<file path="src/rtl/vga_timing_gen.sv">
// VGA raster timing generator: pixel strobe divider, h/v counters, syncs, active and start pulses.
// Optional frame counter enabled by defining VGA_FRAME_COUNTER_EN.
module vga_timing_gen #(
  parameter int unsigned H_ACTIVE = 640,
  parameter int unsigned H_FP     = 16,
  parameter int unsigned H_SYNC   = 96,
  parameter int unsigned H_BP     = 48,
  parameter int unsigned V_ACTIVE = 480,
  parameter int unsigned V_FP     = 10,
  parameter int unsigned V_SYNC   = 2,
  parameter int unsigned V_BP     = 33,
  parameter int unsigned CLK_DIV  = 4,
  parameter bit          H_POL    = 1'b0,
  parameter bit          V_POL    = 1'b0,
  parameter int unsigned HW       = 10,
  parameter int unsigned VW       = 10
) (
  input  logic          CLK100MHZ,
  input  logic          reset,
  output logic          pix_en,
  output logic [HW-1:0] hCount,
  output logic [VW-1:0] vCount,
  output logic          hSync,
  output logic          vSync,
  output logic          active,
  output logic          line_start,
  output logic          frame_start
`ifdef VGA_FRAME_COUNTER_EN
  ,
  output logic [15:0]   frame_count
`endif
);

  localparam int unsigned H_TOTAL  = H_ACTIVE + H_FP + H_SYNC + H_BP;
  localparam int unsigned V_TOTAL  = V_ACTIVE + V_FP + V_SYNC + V_BP;
  localparam int unsigned HS_START = H_ACTIVE + H_FP;
  localparam int unsigned HS_END   = HS_START + H_SYNC - 1;
  localparam int unsigned VS_START = V_ACTIVE + V_FP;
  localparam int unsigned VS_END   = VS_START + V_SYNC - 1;
  localparam int unsigned DW       = (CLK_DIV > 1) ? $clog2(CLK_DIV) : 1;

  if (H_TOTAL > (2 ** HW)) begin : g_h_total_chk
    $error("vga_timing_gen: H_TOTAL does not fit in HW bits");
  end
  if (V_TOTAL > (2 ** VW)) begin : g_v_total_chk
    $error("vga_timing_gen: V_TOTAL does not fit in VW bits");
  end
  if (CLK_DIV < 1) begin : g_clk_div_chk
    $error("vga_timing_gen: CLK_DIV must be at least 1");
  end

  logic [DW-1:0] div_q, div_d;
  logic [HW-1:0] h_count_q, h_count_d;
  logic [VW-1:0] v_count_q, v_count_d;
  logic          h_sync_q, h_sync_d;
  logic          v_sync_q, v_sync_d;
  logic          active_q, active_d;
  logic          line_start_q, line_start_d;
  logic          frame_start_q, frame_start_d;

  assign pix_en = (div_q == DW'(CLK_DIV - 1));

  // Syncs/active are decoded from the next counter values so they line up with the counters.
  always_comb begin
    div_d         = div_q;
    h_count_d     = h_count_q;
    v_count_d     = v_count_q;
    line_start_d  = 1'b0;
    frame_start_d = 1'b0;

    if (pix_en) div_d = '0;
    else        div_d = div_q + DW'(1);

    if (pix_en) begin
      if (h_count_q == HW'(H_TOTAL - 1)) begin
        h_count_d = '0;
        if (v_count_q == VW'(V_TOTAL - 1)) v_count_d = '0;
        else                               v_count_d = v_count_q + VW'(1);
      end else begin
        h_count_d = h_count_q + HW'(1);
      end
      line_start_d  = (h_count_d == '0);
      frame_start_d = (h_count_d == '0) && (v_count_d == '0);
    end

    h_sync_d = ((32'(h_count_d) >= HS_START) && (32'(h_count_d) <= HS_END)) ? H_POL : ~H_POL;
    v_sync_d = ((32'(v_count_d) >= VS_START) && (32'(v_count_d) <= VS_END)) ? V_POL : ~V_POL;
    active_d = (32'(h_count_d) < H_ACTIVE) && (32'(v_count_d) < V_ACTIVE);
  end

  always_ff @(posedge CLK100MHZ or posedge reset) begin
    if (reset) begin
      div_q         <= '0;
      h_count_q     <= HW'(H_TOTAL - 1);
      v_count_q     <= VW'(V_TOTAL - 1);
      h_sync_q      <= ~H_POL;
      v_sync_q      <= ~V_POL;
      active_q      <= 1'b0;
      line_start_q  <= 1'b0;
      frame_start_q <= 1'b0;
    end else begin
      div_q         <= div_d;
      h_count_q     <= h_count_d;
      v_count_q     <= v_count_d;
      h_sync_q      <= h_sync_d;
      v_sync_q      <= v_sync_d;
      active_q      <= active_d;
      line_start_q  <= line_start_d;
      frame_start_q <= frame_start_d;
    end
  end

  assign hCount      = h_count_q;
  assign vCount      = v_count_q;
  assign hSync       = h_sync_q;
  assign vSync       = v_sync_q;
  assign active      = active_q;
  assign line_start  = line_start_q;
  assign frame_start = frame_start_q;

`ifdef VGA_FRAME_COUNTER_EN
  logic [15:0] frame_count_q, frame_count_d;
  logic        seen_frame_q, seen_frame_d;

  // The first frame after reset is frame 0; later frame starts advance the count.
  always_comb begin
    frame_count_d = frame_count_q;
    seen_frame_d  = seen_frame_q;
    if (frame_start_d) begin
      if (seen_frame_q) frame_count_d = frame_count_q + 16'd1;
      else              seen_frame_d  = 1'b1;
    end
  end

  always_ff @(posedge CLK100MHZ or posedge reset) begin
    if (reset) begin
      frame_count_q <= '0;
      seen_frame_q  <= 1'b0;
    end else begin
      frame_count_q <= frame_count_d;
      seen_frame_q  <= seen_frame_d;
    end
  end

  assign frame_count = frame_count_q;
`endif

endmodule

</file>
<file path="config.mk">
export PLATFORM = sky130hd
export DESIGN_NAME = vga_timing_gen
export DESIGN_NICKNAME = d
export VERILOG_FILES = /design/src/rtl/vga_timing_gen.sv
export SDC_FILE = /design/constraint.sdc
export NUM_CORES = 1
export LEC_CHECK = 0
export CAP_MARGIN = 25
export CORE_MARGIN = 2
export CORE_UTILIZATION = 25
export DETAILED_ROUTE_END_ITERATION = 16
export PLACE_DENSITY = 0.51
export SYNTH_ARGS = -nofsm -noshare
export SYNTH_HDL_FRONTEND = slang
export SYNTH_SLANG_ARGS = --single-unit
</file>
<file path="constraint.sdc">
create_clock -name CLK100MHZ -period 3.7 [get_ports CLK100MHZ]
set_input_delay 0.74 -clock CLK100MHZ [delete_from_list [all_inputs] [get_ports CLK100MHZ]]
set_output_delay 0.74 -clock CLK100MHZ [all_outputs]
set_load 0.01 [all_outputs]
</file>
# After elaboration in Yosys (flattened, before gate mapping)
# Cells that the tools add are included.
# classes
addsub	3
magnitude_cmp	6
n_eq_ne	3
mux	12
n_reduce_logical	6
# ops
cell	n
$mux W10	7
$add A10 B1 Y10 const B	2
$eq A10 B10 Y1 const B	2
$logic_not A10 Y1	2
$ge A10 B10 Y1 const B	1
$ge A10 B9 Y1 const B	1
$le A10 B10 Y1 const B	1
$le A10 B9 Y1 const B	1
$lt A10 B10 Y1 const B	1
$lt A10 B9 Y1 const B	1
$logic_and A1 B1 Y1	4
$mux W1	4
$add A2 B1 Y2 const B	1
$eq A2 B2 Y1 const B	1
$mux W2	1
# totals
regBits	27
out_inout_bits	26
wordCells	38

# Depth between registers and ports, before layout
# depth
ltp_word	8
depth_mapped	8
depth_no_buf	8

# Worst setup path before layout
# Ideal clock, no wire load.
# synth_path
kind	register to register
from	reg h_count_q[0] (netlist: hCount[0])
to	reg active_q (netlist: active)
setup_ns	0.094
arrival_ns	2.034
t_required_ns	3.606
setup_slack_ns	1.572
path_stages_with_launch	9
path_buffers	1
path_cell_list	dfstp_2 > ha_1 > and4_1 > buf_2 > and2_1 > nand2b_1 > a221oi_1 > nand2b_1 > a211oi_1
# synth_between
elab_chain_cells	6
elab_cells_between_ends	11
classes_between	add/sub (1); order compare (2); eq/ne (1); mux (6); reduce/logical (1)
# synth_lines
item	line	rtl
from (decl)	53	logic [HW-1:0] h_count_q, h_count_d;
from (signal assigned)	94	h_count_q <= HW'(H_TOTAL - 1);
from (signal assigned)	103	h_count_q <= h_count_d;
$add A10 B1 Y10 or $eq A10 B10 Y1 (tied branches)	80, 75	
$mux W10	75	if (h_count_q == HW'(H_TOTAL - 1)) begin
$mux W10 (2 in a row)	74	if (pix_en) begin
$lt A10 B10 Y1 or $lt A10 B9 Y1 (tied branches)	88	active_d = (32'(h_count_d) < H_ACTIVE) && (32'(v_count_d) < V_ACTIVE);
$logic_and A1 B1 Y1 (*)	88	
named net active_d	57	logic active_q, active_d;
to (signal assigned)	107	active_q <= active_d;
to (decl)	57	
# The timed path passes the listed nets; every way through them passes the cells marked *. The select of a mux whose other input is x is not followed.

# Worst setup path in the final report
# layout_path
from	reg h_count_q[0] (netlist: hCount[0])
to	reg frame_start_q (netlist: frame_start)
# layout_between
elab_chain_cells	6
elab_cells_between_ends	10
classes_between	add/sub (1); eq/ne (1); mux (5); reduce/logical (3)
# layout_lines
item	line	rtl
$add A10 B1 Y10 or $eq A10 B10 Y1 (tied branches)	80, 75	
$mux W10	75	
$mux W10	74	
$logic_not A10 Y1	83	frame_start_d = (h_count_d == '0) && (v_count_d == '0);
$logic_and A1 B1 Y1 (*)	83	
$mux W1 (*)	74	
named net frame_start_d	59	logic frame_start_q, frame_start_d;
to (signal assigned)	109	frame_start_q <= frame_start_d;
to (decl)	59	
# Marked as above.

==> impl_metrics.yaml <==
cells_and_area:
  nets: 251
  drive_gt1_share_pct: 11.5
  syn_to_final_growth_pct: 17.4
  n_antenna_cell: 0
  layout_common_cells: "clkdlybuf4s50_1, nand2_1, nand3_1"
  final_common_cell: "clkdlybuf4s50_1"
run_status:
  status: "finished, final reports clean"
synth:
  synthAdderAreaFrac_pct: 3.17
  synth_edf_count: 0
  synth.distinct_cells: 54
  syn_inst: 227
  syn_avg_cell_area_um2: 8.70
  synth_top_family_by_area: "simple AND/OR/NAND/NOR gates"
  synthFlopType: "dfrtp_1"
  ys_warn_count: 0
  synth_compound_area_share_pct: 13.4
  mappedNetlistArea_mm2: 0.00198
  synth_xor_area_share_pct: 6.21
  ys_seq_area_share_pct: 35.0
  synth_nets: 234
  ys_async_sr_fraction_pct: 100
  ys_ff_latch: 27
  yosys.area_share.simple_pct: 31.3
  muxShareOfSynthArea_pct: 2.66
setup_path:
  crit_path_start_kind: "register"
  cp-end-kind: "register"
  cp.required_ns: 3.88
  critPathMaxFanout: 8
  reg2regPathDepth: 7
  worstPathArrival_ns: 2.75
  path_class: "register to register"
routing:
  drc_errors: 0
  ant_nets: 0
  wl_um: 4960
  vias: 1763
  detail_route.first_pass.iterations: 4
  wire_per_inst_um: 14.4
  via_per_inst: 5.11
  first_iter_violations: 119
timing:
  max_freq_mhz: 389
  slew_headroom_pct: 53.4
  drv_slew: 0
  period_share_pct: 69.5
  finalHoldViolations: 0
  setup_viol: 0
  worst_slew_pin_slew_ns: 0.694
  rsz0062_at_grt: "no"
  min_period_ns: 2.57
  clock-skew-final_ns: 0.00215
  worst_slack_ns: 1.13
  setup_tns_ns: 0
placed_design:
  gp_congestion: 0.838
  numPortBuffers: 27
  place_hpwl_um: 3620
  dp_slack_ns: 1.24
floorplanning:
  fp.dieW_um: 92.9
  ios: 28
  num_rows: 32
  core_region_area_mm2: 0.00769
  dieArea_mm2: 0.00863
  initial_utilization_pct: 25.7
  die_h_um: 92.9
clocking:
  postCtsHoldBufs: 0
  cts_tree: "yes"
  ctsResizeCount: 0
  cts.sinks: 27
  htreeDepth: 1
  clk_pin_slew_worst_paths_ns: 0.10
  root_buffer: "clkbuf_8"
  cts_inserted_buffers: 3
  clock_latency_ns: 0.27
  clk_path_buf_depth: 2
  cts_setup_buffers: 0
global_routing:
  grt_max_degree: 26
  grt_antenna_before_repair: 0
  grt_pass1_wl_um: 8380
  overflow: 0
  globalRouteTotalUtil_pct: 12.0
  grt_pass1_vias: 1700
power:
  p_per_area_mw_per_mm2: 206
  p_total_uw: 479
  max-vdd-ir-drop_mv: 0.0959
  leakage_nw: 0.835
  switching_share_pct: 21.8
  p_int_uw: 374
  power.switching_uw: 105
  clkPwrFrac_pct: 36.3
  p_seq_share_pct: 61.7
  combPwrFrac_pct: 2.0
flow_run:
  maxCapViolCount: 0
min_path:
  min_path_type: "register to register"
  hold_depth: 1
## logic make-up (layout without fill, tap and decap cells)
family | Yosys count | after routing
simple gates | 108 | 108
compound gates | 41 | 41
flops | 27 | 27
buf+inv | 27 | 43
xor+xnor | 14 | 14
fa+ha+maj | 5 | 5
mux | 5 | 5
## layout make-up
type,count,area [µm²]
tap,102,128
fill,878,5370
inverter,9,33.8
sequential,27,691
clock inverter,1,5.00
multi-input combinational,173,1120
timing repair buffer,30,300
clock buffer,3,41.3
## state kept, by name, summed over array words and instances (netlist names)
| signal | cells |
|---|---|
| div_q | 2 |
| hSync | 1 |
| vCount | 10 |
| hCount | 10 |
| vSync | 1 |
| line_start | 1 |
| frame_start | 1 |
| active | 1 |
## worst paths after layout
check / end / slack [ns] / start
max in group asynchronous: vCount[2]$_DFF_PP1_ / 2.33 / reset
worst max-delay path: frame_start$_DFF_PP0_ / 1.13 / hCount[0]$_DFF_PP1_
worst min register to register: div_q[0]$_DFF_PP0_ / 0.43 / div_q[0]$_DFF_PP0_
worst max register to register: frame_start$_DFF_PP0_ / 1.13 / hCount[0]$_DFF_PP1_
worst min-delay path: div_q[0]$_DFF_PP0_ / 0.43 / div_q[0]$_DFF_PP0_
min in group asynchronous: hCount[5]$_DFF_PP0_ / 0.81 / reset
## stage by stage
step / hold WS [ns] / util, % / std cells / area (µm²)
after floorplan: 0.403 / - / 227 / 1980
after global placement: 0.417 / 29.4 / 340 / 2260
after detailed placement: 0.419 / 29.4 / 340 / 2260
after CTS: 0.435 / 30.0 / 344 / 2300
after global routing: 0.450 / 30.2 / 345 / 2320
final: 0.430 / 30.2 / 345 / 2320
## layer usage
metal	global-route usage (%)	vias to the layer above	wire [µm]
li1	-	855	-
met1	16.5	833	2370
met2	19.3	67	2200
met3	2.44	8	282
met4	2.70	0	97
met5	0	-	0
## worst max-delay path: stages (launching register included)
cell	delay [ns]
dfstp_2	0.59
ha_1	0.25
and4_1	0.40
nand3_1	0.12
mux2i_1	0.14
a21oi_1	0.09
nor4_1	0.60
nor4b_1	0.28
## Yosys cell counts, types with 3 or more instances
cell | count | area, µm²
nand2_1 | 22 | 82.6
nand3_1 | 16 | 80.1
dfrtp_1 | 15 | 375
o21ai_0 | 13 | 65.1
dfstp_2 | 12 | 315
nor2_1 | 11 | 41.3
xnor2_1 | 11 | 96.3
inv_1 | 9 | 33.8
nor3_1 | 9 | 45.0
a21oi_1 | 7 | 35.0
nand4_1 | 7 | 43.8
and3_1 | 6 | 37.5
nand2b_1 | 6 | 37.5
a31oi_1 | 5 | 31.3
buf_2 | 5 | 25.0
buf_6 | 5 | 56.3
ha_1 | 5 | 62.6
clkbuf_1 | 4 | 15.0
nor2b_1 | 4 | 25.0
nor4_1 | 4 | 25.0
a21boi_0 | 3 | 22.5
and2_1 | 3 | 18.8
and4_1 | 3 | 26.3
mux2i_1 | 3 | 30.0
xor2_1 | 3 | 26.3
## power by group through the flow
| stage | Clock, mW | Sequential (mW) | Combinational (mW) |
|---|---|---|---|
| after floorplan | 0 | 0.301 | 0.00427 |
| after global placement | 0 | 0.301 | 0.00826 |
| after detailed placement | 0 | 0.301 | 0.00840 |
| after CTS | 0.187 | 0.296 | 0.00839 |
| after global routing | 0.195 | 0.296 | 0.0110 |
| final | 0.174 | 0.296 | 0.00938 |
Power figures use the tool's default switching activity.
